$ cat src/rtl/btb_predictor.sv
// Branch-target predictor: 16-entry BTB with 2-bit direction counters and a
// two-stage registered update path. Define BTB_STATS_EN to add update/mispredict counters.

module btb_array #(
  parameter int unsigned WIDTH = 16
) (
  input  logic             clk,
  input  logic             we,
  input  logic [3:0]       waddr,
  input  logic [WIDTH-1:0] wdata,
  input  logic [3:0]       raddr_a,
  output logic [WIDTH-1:0] rdata_a,
  input  logic [3:0]       raddr_b,
  output logic [WIDTH-1:0] rdata_b
);
  logic [WIDTH-1:0] mem [16];

  always_ff @(posedge clk) begin
    if (we) mem[waddr] <= wdata;
  end

  assign rdata_a = mem[raddr_a];
  assign rdata_b = mem[raddr_b];
endmodule

module btb_predictor #(
  parameter logic [1:0] ALLOC_CTR = 2'b10
) (
  input  logic        clk,
  input  logic        reset,
  input  logic [15:0] fetch_pc,
  output logic        predict_taken,
  output logic [15:0] predict_target,
  input  logic        update_valid,
  input  logic [15:0] update_pc,
  input  logic        update_taken,
  input  logic [15:0] update_target,
  input  logic        update_pred_taken,
  input  logic        flush_all
`ifdef BTB_STATS_EN
  ,
  output logic [15:0] stat_updates,
  output logic [15:0] stat_mispredicts
`endif
);
  logic [15:0] valid;
  logic [1:0]  ctr [16];

  // U1: registered update inputs
  logic        u1_vld;
  logic [3:0]  u1_idx;
  logic [10:0] u1_tag;
  logic        u1_taken;
  logic [15:0] u1_target;
  logic        u1_pred_taken;

  // U2: record of the write just committed, used for same-index forwarding
  logic        u2_vld;
  logic [3:0]  u2_idx;
  logic [10:0] u2_tag;
  logic [1:0]  u2_ctr;

  logic [3:0]  f_idx;
  logic [10:0] f_tag;
  logic [10:0] tag_rd_f, tag_rd_u;
  logic [15:0] tgt_rd_f, tgt_rd_u;
  logic        f_hit;

  logic        fwd;
  logic        cur_hit;
  logic [1:0]  cur_ctr;
  logic [1:0]  new_ctr;
  logic        commit;
  logic        wr_ctr_en, wr_tag_en, wr_tgt_en;

  logic        unused_ok;
`ifdef BTB_STATS_EN
  assign unused_ok = update_pc[0] ^ tgt_rd_u[0];
`else
  assign unused_ok = update_pc[0] ^ tgt_rd_u[0] ^ u1_pred_taken;
`endif

  assign f_idx = fetch_pc[4:1];
  assign f_tag = fetch_pc[15:5];

  btb_array #(.WIDTH(11)) u_tag_array (
    .clk     (clk),
    .we      (wr_tag_en),
    .waddr   (u1_idx),
    .wdata   (u1_tag),
    .raddr_a (f_idx),
    .rdata_a (tag_rd_f),
    .raddr_b (u1_idx),
    .rdata_b (tag_rd_u)
  );

  btb_array #(.WIDTH(16)) u_target_array (
    .clk     (clk),
    .we      (wr_tgt_en),
    .waddr   (u1_idx),
    .wdata   (u1_target),
    .raddr_a (f_idx),
    .rdata_a (tgt_rd_f),
    .raddr_b (u1_idx),
    .rdata_b (tgt_rd_u)
  );

  always_comb begin
    f_hit          = valid[f_idx] && (tag_rd_f == f_tag);
    predict_taken  = f_hit && ctr[f_idx][1];
    predict_target = predict_taken ? tgt_rd_f : fetch_pc + 16'd2;
  end

  always_comb begin
    fwd     = u2_vld && (u2_idx == u1_idx);
    cur_hit = fwd ? (u2_tag == u1_tag) : (valid[u1_idx] && (tag_rd_u == u1_tag));
    cur_ctr = fwd ? u2_ctr : ctr[u1_idx];
    new_ctr = cur_ctr;
    if (cur_hit) begin
      if (u1_taken) new_ctr = (cur_ctr == 2'b11) ? 2'b11 : cur_ctr + 2'd1;
      else          new_ctr = (cur_ctr == 2'b00) ? 2'b00 : cur_ctr - 2'd1;
    end else if (u1_taken) begin
      new_ctr = ALLOC_CTR;
    end
    // Reset and flush both cancel the write that U1 would commit this edge.
    commit    = u1_vld && !reset && !flush_all;
    wr_ctr_en = commit && (cur_hit || u1_taken);
    wr_tag_en = commit && !cur_hit && u1_taken;
    wr_tgt_en = commit && u1_taken;
  end

  always_ff @(posedge clk) begin
    u1_idx        <= update_pc[4:1];
    u1_tag        <= update_pc[15:5];
    u1_taken      <= update_taken;
    u1_target     <= update_target;
    u1_pred_taken <= update_pred_taken;
    u2_idx        <= u1_idx;
    u2_tag        <= u1_tag;
    u2_ctr        <= new_ctr;
  end

  always_ff @(posedge clk) begin
    if (reset) begin
      valid  <= '0;
      u1_vld <= 1'b0;
      u2_vld <= 1'b0;
      for (int unsigned i = 0; i < 16; i++) ctr[i] <= 2'b01;
    end else if (flush_all) begin
      valid  <= '0;
      u1_vld <= 1'b0;
      u2_vld <= 1'b0;
    end else begin
      u1_vld <= update_valid;
      u2_vld <= wr_ctr_en;
      if (wr_ctr_en) begin
        valid[u1_idx] <= 1'b1;
        ctr[u1_idx]   <= new_ctr;
      end
    end
  end

`ifdef BTB_STATS_EN
  always_ff @(posedge clk) begin
    if (reset) begin
      stat_updates     <= '0;
      stat_mispredicts <= '0;
    end else if (commit) begin
      if (stat_updates != 16'hFFFF) stat_updates <= stat_updates + 16'd1;
      if ((u1_pred_taken != u1_taken) && (stat_mispredicts != 16'hFFFF))
        stat_mispredicts <= stat_mispredicts + 16'd1;
    end
  end
`endif
endmodule

$ cat config.mk
export PLATFORM = sky130hd
export DESIGN_NAME = btb_predictor
export DESIGN_NICKNAME = d
export VERILOG_FILES = /design/src/rtl/btb_predictor.sv
export SDC_FILE = /design/constraint.sdc
export NUM_CORES = 1
export LEC_CHECK = 0
export BUFFER_PORTS_ARGS = -buffer_cell sky130_fd_sc_hd__buf_2
export CORE_MARGIN = 1
export CORE_UTILIZATION = 29
export CTS_CLUSTER_SIZE = 25
export DETAILED_ROUTE_END_ITERATION = 16
export SKIP_CTS_REPAIR_TIMING = 1
export SYNTH_ARGS = -nofsm -noshare
export SYNTH_HDL_FRONTEND = slang
export SYNTH_SLANG_ARGS = --single-unit
$ cat constraint.sdc
create_clock -name clk -period 10.7 [get_ports clk]
set_clock_uncertainty 0.2 [all_clocks]
set_input_delay 2.675 -clock clk [delete_from_list [all_inputs] [get_ports clk]]
set_output_delay 2.675 -clock clk [all_outputs]
set_load 0.03 [all_outputs]
### Yosys cells after proc, flatten, opt, wreduce, memory -nomap -nowiden

Memories as Yosys holds them, arrays and structs flattened. A register that Yosys moved wholly into a read port is not among the register bits.
Index checks and enable logic that the tools add are counted.

* logic and storage cells: 70
* flip-flop bits (word level): 67
* RAM bits: 464
* bits in latches: 0
* memory bits (read-only): 0
* memories kept: 3

Memory list
* u_target_array.mem: words 16, width 16, read ports 1, clocked after Yosys merged registers in 0, wr ports 1, line 16 `logic [WIDTH-1:0] mem [16];`
* u_tag_array.mem: words 16, width 11, read ports 2, clocked after Yosys merged registers in 1, wr ports 1, line 16
* ctr: words 16, width 2, read ports 2, clocked after Yosys merged registers in 1, wr ports 16, line 47 `logic [1:0] ctr [16];`

* magnitude comparators: 3
* eq/ne operators: 5
* divide/modulo/power cells: 0
* reductions and logical operators: 18
* bitwise gates (word level): 1
* shift-type cells: 0
* multipliers: 0
* add/subtract/negate cells: 3
* multiplexer cells: 27

Operator list (count)
* == test 11 bit: 3
* adder 16 x 2 -> 16 bit (second input constant): 1
* two-way mux 16 bit: 1
* OR 16 bit: 1
* two-way mux 1 bit: 15
* two-way mux 2 bit: 7
* logical AND 1 bit: 11
* < comparator 4 x 5 -> 1 bit (second input constant): 2
* binary-select mux 1 bit (select 4 bit): 2
* demux 1 bit (select 4 bit): 1
* == test 4 bit: 1
* >= comparator 4 x 1 -> 1 bit (second input constant): 1
* two-way mux 4 bit: 1
* OR reduction 2 bit: 2
* zero test 1 bit: 3
* adder 2 x 1 -> 2 bit (second input constant): 1
* == test 2 bit (second input constant): 1
* zero test 2 bit: 1
* subtractor 2 x 1 -> 2 bit (second input constant): 1
* logical OR 1 bit: 1

### Longest topological paths before layout

* word-level depth: 12
* mapped depth: 14

### Hierarchy

From an unflattened synthesis, not the netlist that was laid out.

* cells, all modules: 1330
* area, all modules: 24508.5 sq um

Modules (own cells, without submodules)
* btb_array at u_target_array: times used 1, area each 11728.7 sq um, cells each 553, seq. area each 7687.4 sq um
* btb_array at u_tag_array: times used 1, area each 8151.6 sq um, cells each 389, seq. area each 5285.1 sq um
* btb_predictor: times used 1, area each 4628.2 sq um, cells each 388, seq. area each 2302.2 sq um

### Worst setup path before layout

OpenSTA, ideal clock, no wires.

* path type: input port to output port
* from: input fetch_pc[1]
* to: output predict_target[10]
* stages: 8
* required time: 7.825 ns
* path slack: 2.397 ns
* path buffers: 5
* arrival time: 5.428 ns
* cell sequence: buf_2 > buf_2 > buf_2 > buf_2 > buf_2 > mux4_2 > mux4_2 > mux2_1

* cells in the longest elaborated chain, start to end: 5

Ends and longest elaborated chain
* start: declaration: line 31 `input logic [15:0] fetch_pc,`
* memory read (16 x 11 bit) / binary-select mux 1 bit (select 4 bit) (equally long branches)
* == test 11 bit / two-way mux 1 bit (equally long branches): line 109 `f_hit = valid[f_idx] && (tag_rd_f == f_tag);`
* logical AND 1 bit: line 109
* logical AND 1 bit: line 110 `predict_taken = f_hit && ctr[f_idx][1];`
* two-way mux 16 bit *: line 111 `predict_target = predict_taken ? tgt_rd_f : fetch_pc + 16'd2;`
* end: declaration: line 33 `output logic [15:0] predict_target,`

Mark *: on every way between the ends. The rest lies on a longest branch, timed or not. The select of a mux whose other input is x is not followed.

### Final worst setup path

* from: input fetch_pc[1]
* to: output predict_target[12]

Same word-level chain as after synthesis.

==> impl_metrics.py <==
metrics = {
    "status": {
        "status": "completed",
    },
    "layout": {
        "drive_above_1_share_pct": 30.64,
        "n_antenna_cell": 0,
        "nets": 1356,
        "syn2layout_area_growth_pct": 15.24,
    },
    "yosys": {
        "async_flop_share_pct": 0,
        "ys_ff_latch": 531,
        "synth_top_area_share_pct": 60.97,
        "synth_nets": 1285,
        "synth_cell_type_count": 71,
        "netlist_instances": 1230,
        "synth_top_area_cell": "edfxtp_1",
        "ys_seq_area_share_pct": 66.84,
        "syn_area_um2": 22850,
        "synth_ff_type": "edfxtp_1",
        "synth-edff-count": 464,
        "synth_area_leaders": "edfxtp_1 61%, mux4_2 16%, dfxtp_1 5.9%",
        "postSynthAreaPerCell_um2": 18.58,
        "yosys_warnings": 0,
    },
    "clock_network": {
        "htree_levels": 2,
        "clock_latency_ns": 0.63,
        "clk_path_buf_depth": 3,
        "root_buffer": "clkbuf_16",
        "path_clk_slew_ns": 0.06,
        "numCtsBuffers": 55,
        "cts_sinks": 531,
        "cts_tree": "yes",
    },
    "grt": {
        "grt_antenna_before_repair": 0,
        "grt_first_pass_wirelength_um": 85730,
        "grtUsageTotal_pct": 14.72,
        "grt_pass1_vias": 12590,
        "grt_max_degree": 68,
        "overflow": 0,
    },
    "floorplanning": {
        "rows": 102,
        "die_x_um": 282.7,
        "dieArea_um2": 79920,
        "core_area_um2": 77720,
        "die_h_um": 282.7,
        "ios": 71,
        "start_util_pct": 29.40,
    },
    "sta": {
        "finalCritPeriodShare_pct": 84.59,
        "clock.fmax_mhz": 110.5,
        "finalHoldViolations": 0,
        "relSlewSlack_pct": 13.79,
        "maxSlewViolCount": 0,
        "finalSetupViolCount": 0,
        "max_slew.worst_pin.slew_ns": 1.290,
        "setup_tns_ns": 0,
        "rsz0062_at_grt": "false",
        "period_minus_slack_ns": 9.051,
    },
    "worst_hold_path": {
        "hold_class": "flop to flop",
    },
    "drt": {
        "route.detailed.drc": 0,
        "ant_nets": 0,
        "routedWlPerCell_um": 24.47,
        "dr.first_iter.drc_count": 1191,
        "drt-total-wl_um": 58440,
        "vias_per_cell": 5.148,
        "drt_pass1_iterations": 5,
        "vias": 12290,
    },
    "setup_path": {
        "start_kind": "input port",
        "crit_fanout": 62,
        "worstPathArrival_ns": 6.18,
        "path_class": "input port to primary output",
        "worst_ep_required_time_ns": 7.83,
        "critPathCaptureType": "primary output",
    },
    "placed_design": {
        "routabilityCongestion": 0.7784,
        "io_buffers": 68,
        "dp_hpwl_um": 33960,
    },
    "pwr": {
        "power_density_nw_per_um2": 171.0,
        "finalPower_mw": 4.503,
        "leakagePower_nw": 8.538,
        "vdd_drop_max_mv": 0.1443,
    },
    "job": {
        "maxCapViolations": 0,
    },
}
## layout make-up
| class | count | area [um2] |
|---|---|---|
| Clock buffer | 81 | 1575 |
| Clock inverter | 23 | 277.8 |
| Tap cell | 1040 | 1301 |
| Sequential cell | 531 | 15280 |
| Timing Repair Buffer | 104 | 636.9 |
| Multi-Input combinational cell | 601 | 7231 |
| Fill cell | 7288 | 51390 |
| Inverter | 8 | 32.53 |
## cell usage in the layout, fill, tap and decap left out, types with 4 or more instances in the layout
| master | synthesis | final |
|---|---|---|
| clkinv_1 | 0 | 5 |
| nand2b_1 | 7 | 7 |
| and4_1 | 13 | 13 |
| xor2_1 | 26 | 26 |
| and2_1 | 6 | 6 |
| clkbuf_8 | 0 | 9 |
| clkbuf_16 | 0 | 56 |
| a31o_1 | 13 | 13 |
| mux2i_1 | 67 | 67 |
| a21o_1 | 4 | 4 |
| nor4_2 | 0 | 4 |
| buf_4 | 4 | 37 |
| nor2_2 | 1 | 17 |
| nor2b_1 | 15 | 15 |
| o21ai_0 | 5 | 5 |
| a21oi_1 | 13 | 13 |
| mux2_2 | 8 | 8 |
| dfxtp_1 | 67 | 64 |
| a22o_1 | 6 | 6 |
| buf_2 | 30 | 65 |
| clkbuf_1 | 35 | 17 |
| mux2_1 | 10 | 10 |
| nor3_1 | 20 | 6 |
| mux4_2 | 166 | 166 |
| bufinv_16 | 0 | 5 |
| nand2_1 | 29 | 29 |
| inv_1 | 6 | 6 |
| clkinv_2 | 0 | 10 |
| nand4_1 | 16 | 16 |
| a211oi_1 | 5 | 5 |
| edfxtp_1 | 464 | 464 |
| nor3_4 | 0 | 11 |
| a32o_1 | 12 | 12 |
| xnor2_1 | 24 | 24 |
| nand3_1 | 21 | 21 |
| and3_1 | 17 | 17 |
| a22oi_1 | 16 | 16 |
| nor2_1 | 29 | 13 |
| o211ai_1 | 5 | 5 |
## cell usage after synthesis (7+ instances only)
cell type / count
nor4_1: 7
mux4_2: 166
mux2_2: 8
xor2_1: 26
nor2_1: 29
nand3_1: 21
clkbuf_1: 35
mux2i_1: 67
a32o_1: 12
a31o_1: 13
mux2_1: 10
nand2b_1: 7
edfxtp_1: 464
a21oi_1: 13
and4_1: 13
buf_1: 8
nor2b_1: 15
nand4_1: 16
buf_2: 30
and3_1: 17
xnor2_1: 24
dfxtp_1: 67
a22oi_1: 16
nand2_1: 29
nor3_1: 20
buf_6: 9
## registers in the layout (all words and copies together) (netlist names), 11 cells and up
signal / flops
u2_tag: 11
u_tag_array.mem: 176
valid: 16
ctr: 32
u_target_array.mem: 256
u1_target: 16
u1_tag: 11
## through the flow
step / hold WS (ns) / instance area, um2 / util, % / cells / worst slack (ns)
CTS: 0.2918 / 26340 / 33.88 / 2388 / 1.656
floorplan: 0.1258 / 22850 / - / 1230 / 2.397
finish: 0.2941 / 26340 / 33.88 / 2388 / 1.649
global placement: 0.2780 / 24480 / 31.50 / 2284 / 1.689
global route: 0.3265 / 26340 / 33.88 / 2388 / 1.499
detailed placement: 0.2774 / 24480 / 31.50 / 2284 / 1.664
## metal layers
layer	vias to the layer above	wire (um)	GRT usage (%)
li1	5226	-	-
met1	6541	25390	20.02
met2	435	28460	24.21
met3	91	3347	2.388
met4	0	1246	4.283
met5	-	0	0
## kinds of logic after synthesis
logic type	Yosys count	share of synthesized area, %
buf+inv	98	2.409
fa+ha+maj	3	0.1424
compound gates	101	3.597
flops	531	66.84
mux	253	20.38
simple gates	194	4.714
xor+xnor	50	1.916
## worst max-delay path, stage by stage
cell,delay [ns]
clkbuf_8,0.55
mux4_2,0.59
nor2b_1,0.14
a211oi_1,0.30
a21oi_1,0.21
xor2_1,0.25
nor3_1,0.33
nand4bb_1,0.14
buf_4,0.26
mux2_1,0.43
buf_2,0.21
## final timing paths
path	start	end	slack (ns)	depth (start not counted)
max	fetch_pc[1]	predict_target[12]	1.65	11
min	valid[12]$_SDFFE_PP0P_	valid[12]$_SDFFE_PP0P_	0.29	1
max reg2reg	u1_idx[1]$_DFF_P_	u_tag_array.mem[15][7]$_DFFE_PP_	4.86	8
min reg2reg	valid[12]$_SDFFE_PP0P_	valid[12]$_SDFFE_PP0P_	0.29	1
## power by group
| group | switching, mW | total (mW) | internal (mW) |
|---|---|---|---|
| Combinational | 0.146 | 0.257 | 0.112 |
| Clock | 0.809 | 1.95 | 1.14 |
| Sequential | 0.0322 | 2.29 | 2.26 |
| Total | 0.986 | 4.50 | 3.52 |
Power figures use the tool's default switching activity.
